`src/rtl/rgb2bayer.sv`:
```
// rgb2bayer: re-mosaics a 24-bit RGB pixel stream into an 8-bit Bayer stream
// with a single-cycle registered output path.
module rgb2bayer #(
  parameter int unsigned DISP_WIDTH    = 640,
  parameter int unsigned DISP_HIGHT    = 480,
  parameter int unsigned BAYER_PATTERN = 0
) (
  input  logic        clk,
  input  logic        rst_n,
  input  logic        frame_vsync,
  input  logic        data_in_valid,
  input  logic [23:0] data_in,
  output logic        frame_vsync_out,
  output logic        data_out_valid,
  output logic [7:0]  data_out,
  output logic        frame_done,
  output logic        overflow
);

  localparam int unsigned COL_W = (DISP_WIDTH > 1) ? $clog2(DISP_WIDTH) : 1;
  localparam int unsigned ROW_W = (DISP_HIGHT > 1) ? $clog2(DISP_HIGHT) : 1;
  localparam logic [COL_W-1:0] COL_LAST = COL_W'(DISP_WIDTH - 1);
  localparam logic [ROW_W-1:0] ROW_LAST = ROW_W'(DISP_HIGHT - 1);
  localparam logic [1:0]       PAT_OFS  = 2'(BAYER_PATTERN);

  typedef enum logic [1:0] {
    IDLE   = 2'd0,
    ACTIVE = 2'd1,
    DONE   = 2'd2
  } state_e;

  state_e           state_q, state_d;
  logic [COL_W-1:0] col_q, col_d, col_eff;
  logic [ROW_W-1:0] row_q, row_d, row_eff;
  logic             vsync_q;
  logic             overflow_q, overflow_d;
  logic             valid_q, valid_d;
  logic [7:0]       data_q, data_d;
  logic             done_q, done_d;
  logic             vs_rise;
  logic             accept;
  logic [1:0]       phase;

  // State register and registered outputs
  always_ff @(posedge clk or negedge rst_n) begin
    if (!rst_n) begin
      state_q    <= IDLE;
      col_q      <= '0;
      row_q      <= '0;
      vsync_q    <= 1'b0;
      overflow_q <= 1'b0;
      valid_q    <= 1'b0;
      data_q     <= '0;
      done_q     <= 1'b0;
    end else begin
      state_q    <= state_d;
      col_q      <= col_d;
      row_q      <= row_d;
      vsync_q    <= frame_vsync;
      overflow_q <= overflow_d;
      valid_q    <= valid_d;
      data_q     <= data_d;
      done_q     <= done_d;
    end
  end

  // Next-state: frame restart, position tracking, channel select, overflow
  always_comb begin
    state_d    = state_q;
    col_d      = col_q;
    row_d      = row_q;
    overflow_d = overflow_q;
    valid_d    = 1'b0;
    data_d     = data_q;
    done_d     = 1'b0;
    phase      = 2'b00;

    vs_rise = frame_vsync & ~vsync_q;
    // A pixel arriving with the vsync edge is pixel (0,0) of the new frame
    col_eff = vs_rise ? '0 : col_q;
    row_eff = vs_rise ? '0 : row_q;
    accept  = data_in_valid & (vs_rise | (state_q == ACTIVE));

    if (vs_rise) begin
      state_d    = ACTIVE;
      col_d      = '0;
      row_d      = '0;
      overflow_d = 1'b0;
    end

    if (accept) begin
      valid_d = 1'b1;
      phase   = {row_eff[0], col_eff[0]} ^ PAT_OFS;
      case (phase)
        2'b00:   data_d = data_in[23:16];
        2'b11:   data_d = data_in[7:0];
        default: data_d = data_in[15:8];
      endcase
      if (col_eff == COL_LAST) begin
        if (row_eff == ROW_LAST) begin
          // Last pixel: park counters until the next frame
          state_d = DONE;
          done_d  = 1'b1;
          col_d   = col_eff;
          row_d   = row_eff;
        end else begin
          col_d = '0;
          row_d = row_eff + ROW_W'(1);
        end
      end else begin
        col_d = col_eff + COL_W'(1);
      end
    end else if (data_in_valid && (state_q == DONE) && !vs_rise) begin
      overflow_d = 1'b1;
    end
  end

  assign frame_vsync_out = vsync_q;
  assign data_out_valid  = valid_q;
  assign data_out        = data_q;
  assign frame_done      = done_q;
  assign overflow        = overflow_q;

endmodule

```
`config.mk`:
```
export PLATFORM = sky130hd
export DESIGN_NAME = rgb2bayer
export DESIGN_NICKNAME = d
export VERILOG_FILES = /design/src/rtl/rgb2bayer.sv
export SDC_FILE = /design/constraint.sdc
export NUM_CORES = 1
export LEC_CHECK = 0
export ABC_AREA = 1
export CAP_MARGIN = 20
export CORE_ASPECT_RATIO = 1.75
export CORE_UTILIZATION = 54
export CTS_BUF_LIST = sky130_fd_sc_hd__clkbuf_8
export DETAILED_ROUTE_END_ITERATION = 8
export PLACE_DENSITY = 0.82
export SKIP_LAST_GASP = 1
export SYNTH_ARGS = -nofsm -noshare
export SYNTH_HDL_FRONTEND = slang
export SYNTH_SLANG_ARGS = --single-unit
```
`constraint.sdc`:
```
create_clock -name clk -period 2.66 [get_ports clk]
set_input_delay 0.665 -clock clk [delete_from_list [all_inputs] [get_ports clk]]
set_output_delay 0.665 -clock clk [all_outputs]
set_load 0.02 [all_outputs]
```
Word-level counts from Yosys, hierarchy flattened:

Cells that the tools add are included.

* bits in registers: 33
* bits in latches: 0
* RAM bits: 0
* memory bits (read-only): 0
* input port bits: 28
* output and inout bits: 12
* logic and storage cells: 43
* memories kept: 0

* add/sub/neg operators: 2
* multipliers: 0
* divide/modulo/power cells: 0
* order comparisons: 0
* eq/ne operators: 5
* shifts and indexed selects: 0
* multiplexer cells: 20
* bitwise logic cells: 4
* reductions and logical operators: 4

Operators with widths (number)
* $mux W10: 4
* $mux W9: 4
* $pmux W8 S2: 1
* $add A10 B1 Y10 const B: 1
* $eq A10 B10 Y1 const B: 1
* $add A9 B1 Y9 const B: 1
* $eq A9 B9 Y1 const B: 1
* $mux W2: 4
* $mux W1: 7
* $eq A2 B2 Y1 const B: 2
* $and A1 B1 Y1: 2
* $eq A2 B1 Y1 const B: 1
* $logic_and A1 B1 Y1: 2
* $logic_not A2 Y1: 1
* $logic_not A1 Y1: 1
* $not A1 Y1: 1
* $or A1 B1 Y1: 1

Logic depth before layout (Yosys ltp):

* word-level depth: 7
* gate-level depth with buffers: 15
* mapped depth without buffers: 13

Worst setup path after synthesis:

Ideal clock, no wire load.

* path type: input-to-reg
* start: input frame_vsync
* end: register row_q[5]
* setup time: 117 ps
* data arrival time: 2082 ps
* required time: 2543 ps
* setup slack: 461 ps
* stages: 13
* path buffers: 2
* cells stage by stage: nand2_2 -> buf_6 -> buf_6 -> nand2_1 -> inv_1 -> ha_1 -> nand4_4 -> nor2_4 -> nand3_4 -> nor2_4 -> nand3_1 -> nand2_1 -> nand2_1

* cells in the longest elaborated chain, start to end: 6
* elaborated cells on any way between the ends: 11
* those cells by class: add/sub: 1; eq/ne: 2; mux: 5; bitwise: 3

Ends and longest elaborated chain
* from (decl): line 10 `input logic frame_vsync,`
* $and A1 B1 Y1 (*): line 78 `vs_rise = frame_vsync & ~vsync_q;`
* $mux W9: line 81, 84
* $add A9 B1 Y9 or $eq A9 B9 Y1 (tied branches): line 108, 100
* $mux W9: line 100 `if (row_eff == ROW_LAST) begin`
* $mux W9: line 99 `if (col_eff == COL_LAST) begin`
* $mux W9 (*): line 91 `if (accept) begin`
* named net row_d[5]: line 34 `logic [ROW_W-1:0] row_q, row_d, row_eff;`
* to (signal assigned): line 58 `row_q <= row_d;`
* to (decl): line 34

Mark *: on every way through the listed nets, which the timed path passes. The rest lies on a longest branch.
A chain may end at the register's enable or synchronous reset.

Final worst setup path:

* start: input frame_vsync
* end: register col_q[9]

* cells in the longest elaborated chain, start to end: 6
* elaborated cells on any way between the ends: 11
* those cells by class: add/sub: 1; eq/ne: 2; mux: 5; bitwise: 3

Ends and longest elaborated chain
* $and A1 B1 Y1 (*): line 78
* parallel branches: the longest is 4 deep, another holds $add A10 B1 Y10
* $mux W10 (*): line 91
* named net col_d[9]: line 33 `logic [COL_W-1:0] col_q, col_d, col_eff;`
* to (signal assigned): line 57 `col_q <= col_d;`
* to (decl): line 33

Mark *: on every way through the listed nets, which the timed path passes.

==> impl_summary.md <==
Run status
The run finished with clean final reports.

Placed design
The half-perimeter wire length of the detailed placement result is 3.78 mm. The final estimated routing congestion in global placement is 0.871. Port buffering added 39 buffers.

CTS
The clock net in this run drives a total of 33 sinks. The master cell of the clock root buffer is sky130_fd_sc_hd__clkbuf_8. TritonCTS built the clock tree.

Gates resized during post-CTS repair numbered 0. The post-CTS setup-driven buffer insertion count is 0. After clock tree synthesis, the clock-pin slew on the worst setup and hold paths is 60 ps. Buffers inserted during clock tree synthesis total 5. CTS built an H-tree with a depth of 2.

The clock latency on the worst-skew pair is 290 ps. No sink is reached through more buffers than the 2 on the longest clock path. Buffers inserted to repair hold after CTS numbered 0.

Timing
The final critical-path required period is 2400 ps. The highest attainable clock frequency is 417 MHz. Setup repair after global routing left no endpoint under its margin. The worst relative slew slack is 70.5%. The hold violation count in the final report came to 0.

For the final database, setup skew stands at 4.52 ps. In the final timing run, aggregate negative setup slack is 0 ps. The count of final max-slew check failures was 0.

The final-report setup violation count is 0. The actual slew at the worst max-slew pin is 442 ps. Of the available clock period, the critical path in the final layout requires 90.1%.

Logic synthesis
The synthesized design spends more area on one cell type than any other, namely sky130_fd_sc_hd__dfrtp_1. The number of nets in the synthesized netlist is 328. Of the total synthesized cell area, the portion taken by AND, OR, NAND and NOR gates is 41.8%. The mean area per synthesized cell is 7.18 sq um.

The post-synthesis sequential area ratio is 38.9%. Multiplexer cells account for 0% of the synthesized area. Summing the areas of all compound-gate instances in the mapped netlist gives 6.83% of the synthesized area. Summing every instance area after synthesis gives 0.00212 sq mm. By area the synthesized netlist is led by sky130_fd_sc_hd__dfrtp_1 (39%), sky130_fd_sc_hd__nand2_1 (22%), sky130_fd_sc_hd__nor2_1 (5.1%), sky130_fd_sc_hd__inv_1 (4.6%), sky130_fd_sc_hd__nand3_1 (3.8%). The warning count from the yosys run is 0.

By area, the combinational part of the netlist is dominated by simple AND/OR/NAND/NOR gates. After Yosys synthesis, XOR and XNOR cells account for 2.06% of the synthesized area. After technology mapping, the gate count stands at 296. The arithmetic-cell share of the synthesized area counting full adders, half adders and majority gates is 2.36%. The number of different library cells in the post-synthesis netlist is 28.

The flip-flop and latch count after synthesis is 33. The area fraction of the dominant cell type after synthesis is 38.9%.

GRT
Summed over all layers, the global routing overflow is 0. The combined global-route utilization of all metal layers is 26.2%. In the global route stage, met3 resource usage came out at 4.48%.

The global-route wire length before repair is 8.38 mm. The layer flagged by global routing as most heavily used is met2. Entering global routing, the biggest net connects 34 pins.

The number of global-route vias before repair is 1980. Global routing consumed, on the met1 layer, 28.7% of the routing resources. For this run, global-route usage on met2 was measured as 48.1%. The number of antenna violations at the first check in global routing was 0.

Power and ir drop
The worst vdd rail ir drop is 0.000350 V. The leakage dissipation is 1.37 nW. In this run the power density over the cells is 444 mW/mm^2. The total power of the final layout is 0.00120 W.

Route
The detail route stage leaves a number of antenna-violating nets equal to 0. The average via count per standard cell is 5.17. The routed wire length is 4.94 mm. The detailed router finished its first iteration with 42 violations.

The final route contains 2020 vias. The first TritonRoute pass finished after 4 iterations. The mean routed wirelength per cell is 12.6 um. After detailed routing, the number of remaining DRC violations is 0.

Worst setup path
STA classifies the critical path endpoint as a flip-flop. The type of the worst setup path is primary input to flip-flop. For the worst setup path, the data arrival time is 2570 ps. The startpoint class of the critical path is a primary input. The worst-path maximum fanout is 6. At the worst endpoint, the required time is 2830 ps.

Floorplan
The die outline width is 49.4 um. Once the floorplan was initialized, standard cells occupied 57.4% of the core. The number of placed I/O pins is 40.

In this run the standard cell core region covers 0.00370 sq mm. The die is 85.0 um tall. The cell row count is 29. The die covers 0.00420 sq mm.

Finish
The repair_antennas step left the layout with diodes totalling 0. In the final layout, the share of cells above drive strength 1 is 11.6%. Compared with the post-synthesis result, the final layout area differs by 27.1%.

The layout net count is 377.

Min path
The path category of the worst min-delay check is flip-flop to flip-flop.

Job
The max-cap check violation count is 0.
[metrics by stage]
| step | hold slack [ps] | instances | util [%] | cell area [sq um] | setup slack (ps) |
|---|---|---|---|---|---|
| finish | 512 | 391 | 73.0 | 2700 | 263 |
| CTS | 509 | 391 | 73.0 | 2700 | 263 |
| global placement | 476 | 384 | 70.7 | 2620 | 53.6 |
| floorplan | 369 | 296 | - | 2120 | 461 |
| global route | 546 | 391 | 73.0 | 2700 | 129 |
| detailed placement | 494 | 384 | 70.7 | 2620 | 0.362 |
[registers in the layout (all words and copies together), names as in the netlist]
signal           cells
overflow             1
data_out_valid       1
state_q              2
row_q                9
data_out             8
frame_vsync_out      1
col_q               10
frame_done           1
[area by class of cell]
cell class                 instances  area (sq um)
inverter                          30           113
timing repair buffer              51           493
clock inverter                     1          3.75
sequential                        33           826
clock buffer                       6          82.6
tap                               46          57.6
multi-input combinational        224          1130
fill                             310          1000
[critical path, cell delays in order]
cell                              delay [ps]
sky130_fd_sc_hd__clkdlybuf4s50_1         450
sky130_fd_sc_hd__inv_1                   110
sky130_fd_sc_hd__nor2_4                   50
sky130_fd_sc_hd__nor2_1                  160
sky130_fd_sc_hd__ha_1                    260
sky130_fd_sc_hd__nand4_4                 140
sky130_fd_sc_hd__nor2_4                  170
sky130_fd_sc_hd__nand3_4                 140
sky130_fd_sc_hd__nor2_4                  150
sky130_fd_sc_hd__nand2_1                  90
sky130_fd_sc_hd__nand2_1                 110
sky130_fd_sc_hd__nand2_1                  60
[cell usage in the layout, fill, tap and decap left out, types with 5 or more instances in the layout]
cell type / netlist / final
sky130_fd_sc_hd__a31oi_1: 8 / 8
sky130_fd_sc_hd__nand2_1: 122 / 122
sky130_fd_sc_hd__buf_4: 0 / 11
sky130_fd_sc_hd__clkdlybuf4s50_1: 0 / 39
sky130_fd_sc_hd__nor2_1: 29 / 29
sky130_fd_sc_hd__a22o_1: 8 / 8
sky130_fd_sc_hd__dfrtp_1: 33 / 33
sky130_fd_sc_hd__nand3_1: 16 / 16
sky130_fd_sc_hd__nor2_4: 6 / 6
sky130_fd_sc_hd__nand4_1: 5 / 5
sky130_fd_sc_hd__inv_1: 26 / 27
sky130_fd_sc_hd__clkbuf_8: 0 / 6
[power breakdown]
part	internal (W)	leakage [nW]	switching, W
Combinational	0.000128	0.894	0.000135
Sequential	0.000535	0.429	0.0000225
Clock	0.000201	0.0485	0.000179
Total	0.000864	1.37	0.000336
[worst paths after layout]
path | from | to | slack [ps] | depth (start not counted)
hold / removal | overflow$_DFF_PN0_ | overflow$_DFF_PN0_ | 510 | 2
hold reg to reg | overflow$_DFF_PN0_ | overflow$_DFF_PN0_ | 510 | 2
setup / recovery | frame_vsync | col_q[9]$_DFF_PN0_ | 260 | 12
max in group asynchronous | rst_n | row_q[5]$_DFF_PN0_ | 1550 | 2
min in group asynchronous | rst_n | col_q[8]$_DFF_PN0_ | 790 | 2
setup reg to reg | frame_vsync_out$_DFF_PN0_ | col_q[9]$_DFF_PN0_ | 700 | 12
[synthesized netlist by cell type (all sizes together)]
master / instances
clkbuf: 2
nor2: 38
nand2: 125
a31oi: 8
dfrtp: 33
clkinv: 1
o21ai: 5
nor3: 1
buf: 7
or2: 2
nand4: 6
a22o: 8
xor2: 3
ha: 4
inv: 29
nand3: 19
nand3b: 3
xnor2: 2
[metal layers]
layer  part of all wire (%)  routed length (um)
met1                     38                1890
met4                    2.3                 115
met5                      0                   0
met2                     56                2790
met3                    3.1                 151
[cell families (layout without fill, tap and decap cells)]
group                    count (synthesis)  after routing
AO/OA/AOI/OAI                           21             21
buffers and inverters                   39             88
AND/OR/NAND/NOR                        194            194
adder cells (fa/ha/maj)                  4              4
flip-flops                              33             33
XOR/XNOR                                 5              5
(Power assumes the default switching activity.)
